[config.mk]
export PLATFORM = sky130hd
export DESIGN_NAME = ysyx_22040895_ifu_flat
export DESIGN_NICKNAME = d
export VERILOG_FILES = /design/src/rtl/ysyx_22040895_ifu_pkg.sv /design/src/rtl/ysyx_22040895_ifu_if.sv /design/src/rtl/ysyx_22040895_pcreg.sv /design/src/rtl/ysyx_22040895_ifu.sv /design/src/flat_wrapper.sv
export SDC_FILE = /design/constraint.sdc
export NUM_CORES = 1
export LEC_CHECK = 0
export BUFFER_PORTS_ARGS = -buffer_cell sky130_fd_sc_hd__buf_2
export CELL_PAD_IN_SITES_DETAIL_PLACEMENT = 2
export CELL_PAD_IN_SITES_GLOBAL_PLACEMENT = 2
export CORE_MARGIN = 2
export CORE_UTILIZATION = 30
export DETAILED_ROUTE_END_ITERATION = 7
export PLACE_DENSITY_LB_ADDON = 0.1
export SYNTH_ARGS = -nofsm -noshare
export SYNTH_HDL_FRONTEND = slang
export SYNTH_SLANG_ARGS = --single-unit
[constraint.sdc]
create_clock -name clk -period 6.7 [get_ports clk]
set_clock_uncertainty 0.05 [all_clocks]
set_input_delay 1.005 -clock clk [delete_from_list [all_inputs] [get_ports clk]]
set_output_delay 1.005 -clock clk [all_outputs]
set_load 0.02 [all_outputs]
[src/rtl/ysyx_22040895_ifu_pkg.sv]
// Shared types and constants for the instruction fetch unit.
//   ADDR_W   : PC / instruction-memory address width
//   INST_W   : instruction width
//   RESET_PC : first fetch address after reset
//   ifu_state_e : fetch FSM states (IDLE/REQ/WAIT/HOLD)
//   pc_sel_e    : next-PC mux select for the PC register
//   inst_pkt_t  : instruction + PC payload handed to decode
package ysyx_22040895_ifu_pkg;

    localparam int unsigned ADDR_W = 64;
    localparam int unsigned INST_W = 32;
    localparam logic [ADDR_W-1:0] RESET_PC = 64'h0000_0000_8000_0000;

    typedef enum logic [1:0] {
        IFU_IDLE = 2'b00,
        IFU_REQ  = 2'b01,
        IFU_WAIT = 2'b10,
        IFU_HOLD = 2'b11
    } ifu_state_e;

    typedef enum logic [1:0] {
        PC_KEEP  = 2'b00,
        PC_INC   = 2'b01,
        PC_REDIR = 2'b10
    } pc_sel_e;

    typedef struct packed {
        logic [ADDR_W-1:0] pc;
        logic [INST_W-1:0] inst;
    } inst_pkt_t;

endpackage

[src/rtl/ysyx_22040895_ifu_if.sv]
// Bundle of the IFU's external handshakes: EXU redirect, instruction-memory
// request/response and the instruction stream to IDU.
//   master : IFU side (drives imem request and instruction outputs)
//   slave  : environment side (EXU, memory, IDU)
interface ysyx_22040895_ifu_if;
    import ysyx_22040895_ifu_pkg::*;

    logic              jump_branch_i_ifu;
    logic [ADDR_W-1:0] dnpc_i_ifu;
    logic              imem_req_valid_o;
    logic              imem_req_ready_i;
    logic [ADDR_W-1:0] imem_req_addr_o;
    logic              imem_rsp_valid_i;
    logic [INST_W-1:0] imem_rsp_data_i;
    logic              inst_valid_o;
    logic              inst_ready_i;
    logic [INST_W-1:0] inst_o;
    logic [ADDR_W-1:0] pc_o;

    modport master (
        input  jump_branch_i_ifu, dnpc_i_ifu,
        input  imem_req_ready_i, imem_rsp_valid_i, imem_rsp_data_i,
        input  inst_ready_i,
        output imem_req_valid_o, imem_req_addr_o,
        output inst_valid_o, inst_o, pc_o
    );

    modport slave (
        output jump_branch_i_ifu, dnpc_i_ifu,
        output imem_req_ready_i, imem_rsp_valid_i, imem_rsp_data_i,
        output inst_ready_i,
        input  imem_req_valid_o, imem_req_addr_o,
        input  inst_valid_o, inst_o, pc_o
    );

endinterface

[src/rtl/ysyx_22040895_pcreg.sv]
// Architectural PC register with its next-PC mux (hold / +4 / redirect).
//   clk, rst   : clock, async active-high reset (PC returns to RESET_PC)
//   i_sel      : next-PC select
//   i_dnpc     : redirect target, taken verbatim
//   o_pc       : current PC
//   o_pc_next  : PC value that will be loaded at the next edge
module ysyx_22040895_pcreg
    import ysyx_22040895_ifu_pkg::*;
(
    input  logic              clk,
    input  logic              rst,
    input  pc_sel_e           i_sel,
    input  logic [ADDR_W-1:0] i_dnpc,
    output logic [ADDR_W-1:0] o_pc,
    output logic [ADDR_W-1:0] o_pc_next
);

    logic [ADDR_W-1:0] r_pc;
    logic [ADDR_W-1:0] w_pc_next;

    // Next-PC mux; +4 wraps naturally at ADDR_W bits.
    always_comb begin
        w_pc_next = r_pc;
        case (i_sel)
            PC_INC:   w_pc_next = r_pc + ADDR_W'(4);
            PC_REDIR: w_pc_next = i_dnpc;
            default:  w_pc_next = r_pc;
        endcase
    end

    always_ff @(posedge clk or posedge rst) begin
        if (rst) begin
            r_pc <= RESET_PC;
        end else begin
            r_pc <= w_pc_next;
        end
    end

    assign o_pc      = r_pc;
    assign o_pc_next = w_pc_next;

endmodule

[src/rtl/ysyx_22040895_ifu.sv]
// Instruction fetch unit: issues one imem read at a time from the PC, hands
// the instruction and its PC to IDU over valid/ready, and follows EXU
// redirects, squashing the single outstanding wrong-path fetch.
//   clk, rst : clock, async active-high reset
//   bus      : ysyx_22040895_ifu_if.master (redirect, imem req/rsp, IDU stream)
module ysyx_22040895_ifu
    import ysyx_22040895_ifu_pkg::*;
(
    input  logic                 clk,
    input  logic                 rst,
    ysyx_22040895_ifu_if.master  bus
);

    ifu_state_e        r_state, w_state_next;
    logic              r_kill, w_kill_next;
    logic              r_req_valid, w_req_valid_next;
    logic [ADDR_W-1:0] r_req_addr, w_req_addr_next;
    logic              r_inst_valid, w_inst_valid_next;
    inst_pkt_t         r_out, w_out_next;
    pc_sel_e           w_pc_sel;
    logic [ADDR_W-1:0] w_pc;
    logic [ADDR_W-1:0] w_pc_next;

    ysyx_22040895_pcreg u_pcreg (
        .clk       (clk),
        .rst       (rst),
        .i_sel     (w_pc_sel),
        .i_dnpc    (bus.dnpc_i_ifu),
        .o_pc      (w_pc),
        .o_pc_next (w_pc_next)
    );

    // State and registered outputs.
    always_ff @(posedge clk or posedge rst) begin
        if (rst) begin
            r_state      <= IFU_IDLE;
            r_kill       <= 1'b0;
            r_req_valid  <= 1'b0;
            r_req_addr   <= RESET_PC;
            r_inst_valid <= 1'b0;
            r_out        <= '0;
        end else begin
            r_state      <= w_state_next;
            r_kill       <= w_kill_next;
            r_req_valid  <= w_req_valid_next;
            r_req_addr   <= w_req_addr_next;
            r_inst_valid <= w_inst_valid_next;
            r_out        <= w_out_next;
        end
    end

    // Next state, PC select and next values of the output registers.
    always_comb begin
        w_state_next      = r_state;
        w_kill_next       = r_kill;
        w_inst_valid_next = r_inst_valid;
        w_out_next        = r_out;
        w_pc_sel          = PC_KEEP;
        w_req_valid_next  = 1'b0;
        w_req_addr_next   = r_req_addr;

        case (r_state)
            IFU_IDLE: begin
                w_state_next = IFU_REQ;
            end
            IFU_REQ: begin
                // A redirect while the request is presented makes that
                // request wrong-path; it is still completed, then dropped.
                if (bus.jump_branch_i_ifu) begin
                    w_pc_sel    = PC_REDIR;
                    w_kill_next = 1'b1;
                end
                if (bus.imem_req_ready_i) begin
                    w_state_next = IFU_WAIT;
                end
            end
            IFU_WAIT: begin
                if (bus.jump_branch_i_ifu) begin
                    w_pc_sel = PC_REDIR;
                    if (bus.imem_rsp_valid_i) begin
                        w_kill_next  = 1'b0;
                        w_state_next = IFU_REQ;
                    end else begin
                        w_kill_next = 1'b1;
                    end
                end else if (bus.imem_rsp_valid_i) begin
                    if (r_kill) begin
                        // PC already holds the redirect target.
                        w_kill_next  = 1'b0;
                        w_state_next = IFU_REQ;
                    end else begin
                        w_out_next.pc     = w_pc;
                        w_out_next.inst   = bus.imem_rsp_data_i;
                        w_inst_valid_next = 1'b1;
                        w_pc_sel          = PC_INC;
                        w_state_next      = IFU_HOLD;
                    end
                end
            end
            IFU_HOLD: begin
                if (bus.jump_branch_i_ifu) begin
                    w_pc_sel          = PC_REDIR;
                    w_inst_valid_next = 1'b0;
                    w_state_next      = IFU_REQ;
                end else if (bus.inst_ready_i) begin
                    w_inst_valid_next = 1'b0;
                    w_state_next      = IFU_REQ;
                end
            end
            default: begin
                w_state_next = IFU_IDLE;
            end
        endcase

        // The request address is captured only on entry to REQ, so a
        // redirect during REQ cannot move an address already presented.
        w_req_valid_next = (w_state_next == IFU_REQ);
        if ((w_state_next == IFU_REQ) && (r_state != IFU_REQ)) begin
            w_req_addr_next = w_pc_next;
        end
    end

    assign bus.imem_req_valid_o = r_req_valid;
    assign bus.imem_req_addr_o  = r_req_addr;
    assign bus.inst_valid_o     = r_inst_valid;
    assign bus.inst_o           = r_out.inst;
    assign bus.pc_o             = r_out.pc;

endmodule

[src/flat_wrapper.sv]
// flat-port wrapper written by rule: the top's interface ports become plain ports
module ysyx_22040895_ifu_flat import ysyx_22040895_ifu_pkg::*;
  (clk, rst, bus_jump_branch_i_ifu, bus_dnpc_i_ifu, bus_imem_req_ready_i, bus_imem_rsp_valid_i, bus_imem_rsp_data_i, bus_inst_ready_i, bus_imem_req_valid_o, bus_imem_req_addr_o, bus_inst_valid_o, bus_inst_o, bus_pc_o);
  ysyx_22040895_ifu_if bus_i ();
  input  logic clk;
  input  logic rst;
  input wire logic [$bits(bus_i.jump_branch_i_ifu)-1:0] bus_jump_branch_i_ifu;
  input wire logic [$bits(bus_i.dnpc_i_ifu)-1:0] bus_dnpc_i_ifu;
  input wire logic [$bits(bus_i.imem_req_ready_i)-1:0] bus_imem_req_ready_i;
  input wire logic [$bits(bus_i.imem_rsp_valid_i)-1:0] bus_imem_rsp_valid_i;
  input wire logic [$bits(bus_i.imem_rsp_data_i)-1:0] bus_imem_rsp_data_i;
  input wire logic [$bits(bus_i.inst_ready_i)-1:0] bus_inst_ready_i;
  output wire logic [$bits(bus_i.imem_req_valid_o)-1:0] bus_imem_req_valid_o;
  output wire logic [$bits(bus_i.imem_req_addr_o)-1:0] bus_imem_req_addr_o;
  output wire logic [$bits(bus_i.inst_valid_o)-1:0] bus_inst_valid_o;
  output wire logic [$bits(bus_i.inst_o)-1:0] bus_inst_o;
  output wire logic [$bits(bus_i.pc_o)-1:0] bus_pc_o;
  assign bus_i.jump_branch_i_ifu = bus_jump_branch_i_ifu;
  assign bus_i.dnpc_i_ifu = bus_dnpc_i_ifu;
  assign bus_i.imem_req_ready_i = bus_imem_req_ready_i;
  assign bus_i.imem_rsp_valid_i = bus_imem_rsp_valid_i;
  assign bus_i.imem_rsp_data_i = bus_imem_rsp_data_i;
  assign bus_i.inst_ready_i = bus_inst_ready_i;
  assign bus_imem_req_valid_o = bus_i.imem_req_valid_o;
  assign bus_imem_req_addr_o = bus_i.imem_req_addr_o;
  assign bus_inst_valid_o = bus_i.inst_valid_o;
  assign bus_inst_o = bus_i.inst_o;
  assign bus_pc_o = bus_i.pc_o;
  ysyx_22040895_ifu u_core (.clk(clk), .rst(rst), .bus(bus_i));
endmodule
==> impl_results.md, run 1 <==
- Core box area: 34,460 µm²
- Dpl cells: 1,621
- Count of cell types in the netlist: 60
- Post-route cell area: 13,230 µm²
- Post-CTS Hold Fix Bufs: 0
- Most used DFF post-synth: dfrtp_1
- HPWL after DPL: 25,220 µm
- Largest net degree at the start of global routing: 141
- Slew @ Worst Pin: 853.2 ps
- Fmax: 230.1 MHz
- Synth Cell Area: 10,480 µm²
- Post-Syn Area per Cell: 10.96 µm²
- I/O pin total: 264
- Top-count cell post-synth: dfrtp_1
- R2R depth: 10
- Share of the synthesized area in the top cell type: 0.5422
- Layout Nets: 1,301
- Async set-or-reset flop fraction in the synthesized netlist: 1.000
- EDFF count, synth: 0
- Worst-skew pair later-pin latency: 550 ps
- Cell taking the most area after synthesis: dfrtp_1
- Starting DRT DRC Count: 381
- Max-slew headroom: 0.4300
- PortBufs: 263
- Die W: 190.9 µm
- Cells after Synth: 956
- Drt via density: 5.211
- CP required: 7140 ps
- Final setup viols: 0
- Num rows: 68
- Flops & latches, synth: 229
- Startpoint type of the worst setup path: primary input
- RSZ-0062 raised after global routing: no
- PostCTS Resize Cnt: 0
- Outcome: complete, no violations
- Htree depth: 1
- Wire length per cell: 21.73 µm
- Worst setup path endpoint: u_core.bus.imem_req_addr_o[35]
- Classification of the worst setup path: in -> reg
- # DRC: 0
- Synth area leaders: dfrtp_1 (54%), mux2_2 (12%), nand2_1 (4.0%), o21ai_0 (2.4%), clkbuf_1 (1.9%)
- Final Max Tran Viols: 0
- TritonRoute pass-1 iters: 4
- Crit Path Max Fanout: 60
- WL final: 36,350 µm
- Final Total Pwr: 0.005939 W
- GP Congestion: 0.7485
- Synthesized Nets: 1,061
- First-pass GRT wire length: 57,260 µm
- Die area: 36,430 µm²
- Die Span Y: 190.9 µm
- Yosys warning count: 0
- Lkg Pwr: 6.254 nW
- Post-CTS setup buffer count: 0
- Critical R2R Capture: u_core.bus.imem_req_addr_o[35]
- R2r setup slk: 2380 ps
- Num CTS Buffers: 28
- Cell Area, Placed: 12,270 µm²
- Layout area overhead: 26.30%
- Clk sink count: 229
- Hold path depth: 2
- Root Buffer: clkbuf_16
- Starting Density: 0.3040
- Total of max-cap violations: 0
- VDD IR max: 0.2356 mV
- CTS tree: built
- Antenna violations before repair: 4
- Setup TNS: 0 ps
- Share of cells above drive strength 1: 0.3717
- Post-route non-filler standard cell count: 1,673
- Worst-path clk slew: 60 ps
- Total number of vias: 8,718
- Final Hold Viols: 0
- Hold WC Path Type: reg -> reg
- Final ANT Viol Nets: 0
- All-Layer GR Usage: 0.2022
- List of most frequent post-synthesis cells: dfrtp_1 (227), mux2_2 (116), nand2_1 (111)
- CP Capture Type: flop
- PwrDens: 448.8 nW/µm²
- Global-route congestion overflow total: 0
- Vias in the first global route: 9,629
- Clock buffer depth: 3
- Critical path arrival: 4790 ps
- Period Utilization, post-route: 0.6486
- Min Tclk post-route: 4345 ps
- FF-to-FF Start: u_core.r_state[1]
- Finished Core Util: 0.3840
- Sequential area share after synthesis: 0.5472
- Crit. Startpoint: bus_jump_branch_i_ifu
cell usage in the layout, fill, tap and decap left out, types with 5 or more instances in the layout:
| master | count |
|---|---|
| nor4_1 | 17 |
| buf_4 | 13 |
| bufinv_16 | 5 |
| and3_1 | 6 |
| dfrtp_1 | 227 |
| nor2_1 | 53 |
| clkbuf_1 | 5 |
| clkbuf_16 | 29 |
| o31a_1 | 5 |
| nand2_1 | 111 |
| nand4_1 | 24 |
| buf_2 | 263 |
| a221o_1 | 6 |
| nand3_1 | 25 |
| o31ai_1 | 5 |
| mux2_2 | 116 |
| o211ai_1 | 6 |
| o21ai_0 | 51 |
| mux2i_1 | 13 |
| nor3_1 | 19 |
| a222oi_1 | 5 |
| or3_1 | 8 |
| a22oi_1 | 26 |
| a21oi_1 | 13 |
| a31oi_1 | 13 |
| clkinv_2 | 9 |
| o221ai_1 | 13 |
| xnor2_1 | 22 |
| inv_1 | 26 |
| or4_1 | 11 |
critical path, cell delays in order:
cell      delay, ps
buf_2           130
nor4b_1         420
nor2b_4         230
buf_4           660
ha_1            260
buf_4           350
nand2_1         610
or4_1           700
o211ai_1        200
mux2_2          180
area by class of cell:
cell class	count	area [µm²]
flip-flops and latches	229	5733
fillers	3739	21230
clock buffers	35	758.2
clock inverters	15	202.7
repair buffers	277	1434
inverters	28	108.9
well taps	455	569.3
multi-input cells	632	4420
diodes	2	5.005
routing by layer:
| metal | global-route usage | routed length (µm) | vias to the layer above |
|---|---|---|---|
| met5 | 0 | 27 | - |
| met4 | 0.04383 | 588 | 4 |
| met3 | 0.04711 | 2235 | 50 |
| met2 | 0.3307 | 17190 | 197 |
| met1 | 0.2723 | 16310 | 4481 |
| li1 | - | - | 3986 |
sequential cells by signal, summed over array words and instances (netlist names):
signal / cells
u_core.r_kill: 1
u_core.bus.pc_o: 64
u_core.bus.imem_req_addr_o: 64
u_core.r_state: 2
u_core.u_pcreg.o_pc: 64
u_core.bus.inst_o: 32
u_core.bus.inst_valid_o: 1
u_core.bus.imem_req_valid_o: 1
power by group:
group	total, W	internal [W]	switching [W]
sequential	0.00235	0.00187	0.000477
clock	0.00160	0.000988	0.000612
combinational	0.00199	0.000757	0.00124
cells by family after synthesis:
kind of cell | share of synthesized area
compound gates | 0.1223
xor+xnor | 0.02174
fa+ha+maj | 0.003583
buf+inv | 0.03463
flops | 0.5472
mux | 0.1371
simple gates | 0.1334
how the worst min path moves through the flow:
stage	end	from	slack, ps
floorplan	u_core.bus.pc_o[0]	u_core.u_pcreg.o_pc[0]	430
global placement	u_core.bus.imem_req_addr_o[0]	u_core.bus.imem_req_addr_o[0]	410
detailed placement	u_core.bus.imem_req_addr_o[6]	u_core.bus.imem_req_addr_o[6]	420
CTS	u_core.bus.imem_req_addr_o[0]	u_core.bus.imem_req_addr_o[0]	440
global route	u_core.bus.pc_o[44]	u_core.bus.pc_o[44]	470
finish	u_core.bus.imem_req_addr_o[16]	u_core.bus.imem_req_addr_o[16]	430
per-stage QoR:
stage          setup slack, ps  hold WS (ps)
2_1_floorplan             2653         430.4
3_3_place_gp              1844         412.1
3_5_place_dp              1761         420.9
4_1_cts                   2349         437.6
5_1_grt                   2061         465.6
6_report                  2355         432.0
Power figures use the tool's default switching activity.
==> run 2: changes to the inputs <==
==> constraint.sdc (replaced) <==
create_clock -name clk -period 3.65 [get_ports clk]
set_clock_uncertainty 0.05 [all_clocks]
set_input_delay 0.5475 -clock clk [delete_from_list [all_inputs] [get_ports clk]]
set_output_delay 0.5475 -clock clk [all_outputs]
set_load 0.02 [all_outputs]
==> impl_results.md, run 2 (synthesis gave the netlist of run 1 again) <==
- Outcome: complete, no violations
- Lkg Pwr: 6.358 nW (+1.7%)
- Starting DRT DRC Count: 356 (-6.6%)
- Post-route cell area: 13,400 µm² (+1.3%)
- Layout area overhead: 27.90%
- VDD IR max: 0.3575 mV (+52%)
- Total number of vias: 8,750 (+0.37%)
- PwrDens: 807.3 nW/µm² (+80%)
- Core box area: 34,460 µm² (unchanged)
- Post-route non-filler standard cell count: 1,698 (+1.5%)
- Setup TNS: 0 ps (unchanged)
- Clock buffer depth: 3 (unchanged)
- First-pass GRT wire length: 57,840 µm (+1.0%)
- Final Max Tran Viols: 0 (unchanged)
- Post-CTS setup buffer count: 0 (unchanged)
- TritonRoute pass-1 iters: 4 (unchanged)
- Final Hold Viols: 0 (unchanged)
- Min setup slack post-route: 400.1 ps (-1954 ps)
- Final setup viols: 0 (unchanged)
- CP required: 4060 ps (-3080 ps)
- Antenna violations before repair: 4 (unchanged)
- Post-CTS Hold Fix Bufs: 0 (unchanged)
- PostCTS Resize Cnt: 0 (unchanged)
- All-Layer GR Usage: 0.2054 (+0.003200)
- R2R depth: 6 (-4)
- Max-slew headroom: 0.4332 (+0.003249)
- HPWL after DPL: 26,700 µm (+5.9%)
- Slew @ Worst Pin: 847.0 ps (-6.193 ps)
- Slowest CP cell: or4_1
- Critical path arrival: 3660 ps (-1130 ps)
- Setup slack at placement: 223.3 ps (-1538 ps)
- I/O pin total: 264 (unchanged)
- Drt via density: 5.153 (-1.1%)
- Classification of the worst setup path: reg -> reg
- Die area: 36,430 µm² (unchanged)
- CTS tree: built
- Total of max-cap violations: 0 (unchanged)
- Num CTS Buffers: 28 (unchanged)
- Crit Path Max Fanout: 14 (-77%)
- Worst-skew pair later-pin latency: 540 ps (about the same)
- WL final: 37,060 µm (+1.9%)
- CP Cell Sequence: nand4_1 > or4_4 > or4_1 > or3_1 > or3_1 > a41oi_2
- Root Buffer: clkbuf_16
- FF-to-FF Start: u_core.u_pcreg.o_pc[5]
- Share of cells above drive strength 1: 0.3844 (+0.01266)
- PortBufs: 263 (unchanged)
- Dpl cells: 1,644 (+1.4%)
- CP Capture Type: flop
- RSZ-0062 raised after global routing: no
- Period Utilization, post-route: 0.8904
- Worst setup path endpoint: u_core.bus.imem_req_addr_o[37]
- Global-route congestion overflow total: 0 (unchanged)
- Wire length per cell: 21.83 µm (+0.44%)
- Num rows: 68 (unchanged)
- Clk sink count: 229 (unchanged)
- Most common cell after layout, fill and taps aside: buf_2
- Fmax: 307.7 MHz
- Startpoint type of the worst setup path: flop
- Die W: 190.9 µm (unchanged)
- Die Span Y: 190.9 µm (unchanged)
- Largest net degree at the start of global routing: 57 (-60%)
- Htree depth: 1 (unchanged)
- GP Congestion: 0.7702 (+2.9%)
- Crit. Startpoint: u_core.u_pcreg.o_pc[5]
- Min Tclk post-route: 3250 ps
- # DRC: 0 (unchanged)
- Hold WC Path Type: in -> async
- Slowest stage delay, CP: 770 ps (+70 ps)
- Layout Nets: 1,324 (+1.8%)
- Final ANT Viol Nets: 0 (unchanged)
- Critical R2R Capture: u_core.bus.imem_req_addr_o[37]
- R2r setup slk: 400 ps (-1980 ps)
- Cell Area, Placed: 12,480 µm² (+1.7%)
- Vias in the first global route: 9,560 (-0.72%)
- Most Frequent Cell on Critical Path: or3_1
- Worst-path clk slew: 60 ps (about the same)
- Most frequent cells in the layout: buf_2 (263), dfrtp_1 (227), mux2_2 (116)
- Starting Density: 0.3040 (unchanged)
## run 2: cell count changes in the layout (fill, tap and decap cells not counted), sizes merged
cell	change
clkinv	+1
buf	+23
bufinv	-4
clkbuf	+5
## run 2: worst min path at each step
stage	to	slack, ps	cells past startpoint
floorplan	u_core.bus.pc_o[0]	430	1
global placement	u_core.bus.imem_req_addr_o[3]	410	2
detailed placement	u_core.bus.imem_req_addr_o[7]	420	2
CTS	u_core.bus.pc_o[47]	120	2
global route	u_core.bus.pc_o[46]	150	2
finish	u_core.bus.pc_o[47]	110	2
## run 2: report_power, final
group / internal, W / switching, W / leakage (nW)
sequential: 0.00343 / 0.000824 / 3.02
combinational: 0.00146 / 0.00233 / 2.87
clock: 0.00164 / 0.00113 / 0.460
## run 2: area by class of cell
class	instances	area, µm²
Timing Repair Buffer	300	1644
Clock buffer	40	827.0
Multi-Input combinational cell	632	4420
Inverter	28	108.9
Clock inverter	12	91.34
Tap cell	455	569.3
Antenna cell	2	5.005
Sequential cell	229	5733
Fill cell	3776	21060
## run 2: worst max-delay path, delay by kind of cell (launching register included)
family           cells  cell delay, ps
AO/OA/AOI/OAI        1             190
flip-flops           1             520
AND/OR/NAND/NOR      5            2400
## run 2: metrics by stage
| stage | total power, W | hold slack [ps] | util |
|---|---|---|---|
| 5_1_grt | 0.01153 | 147.6 | 0.3887 |
| 6_report | 0.01082 | 109.1 | 0.3889 |
| 3_5_place_dp | 0.008167 | 415.1 | 0.3621 |
| 2_1_floorplan | 0.006511 | 430.4 | - |
| 4_1_cts | 0.01102 | 116.6 | 0.3887 |
| 3_3_place_gp | 0.008047 | 408.5 | 0.3621 |
## run 2: per-layer routing
| layer | part of all wire | track usage | vias up |
|---|---|---|---|
| li1 | - | - | 4015 |
| met1 | 0.45 | 0.2762 | 4494 |
| met2 | 0.48 | 0.3439 | 207 |
| met3 | 0.063 | 0.04472 | 30 |
| met4 | 0.011 | 0.03309 | 4 |
| met5 | 0.00081 | 0 | - |
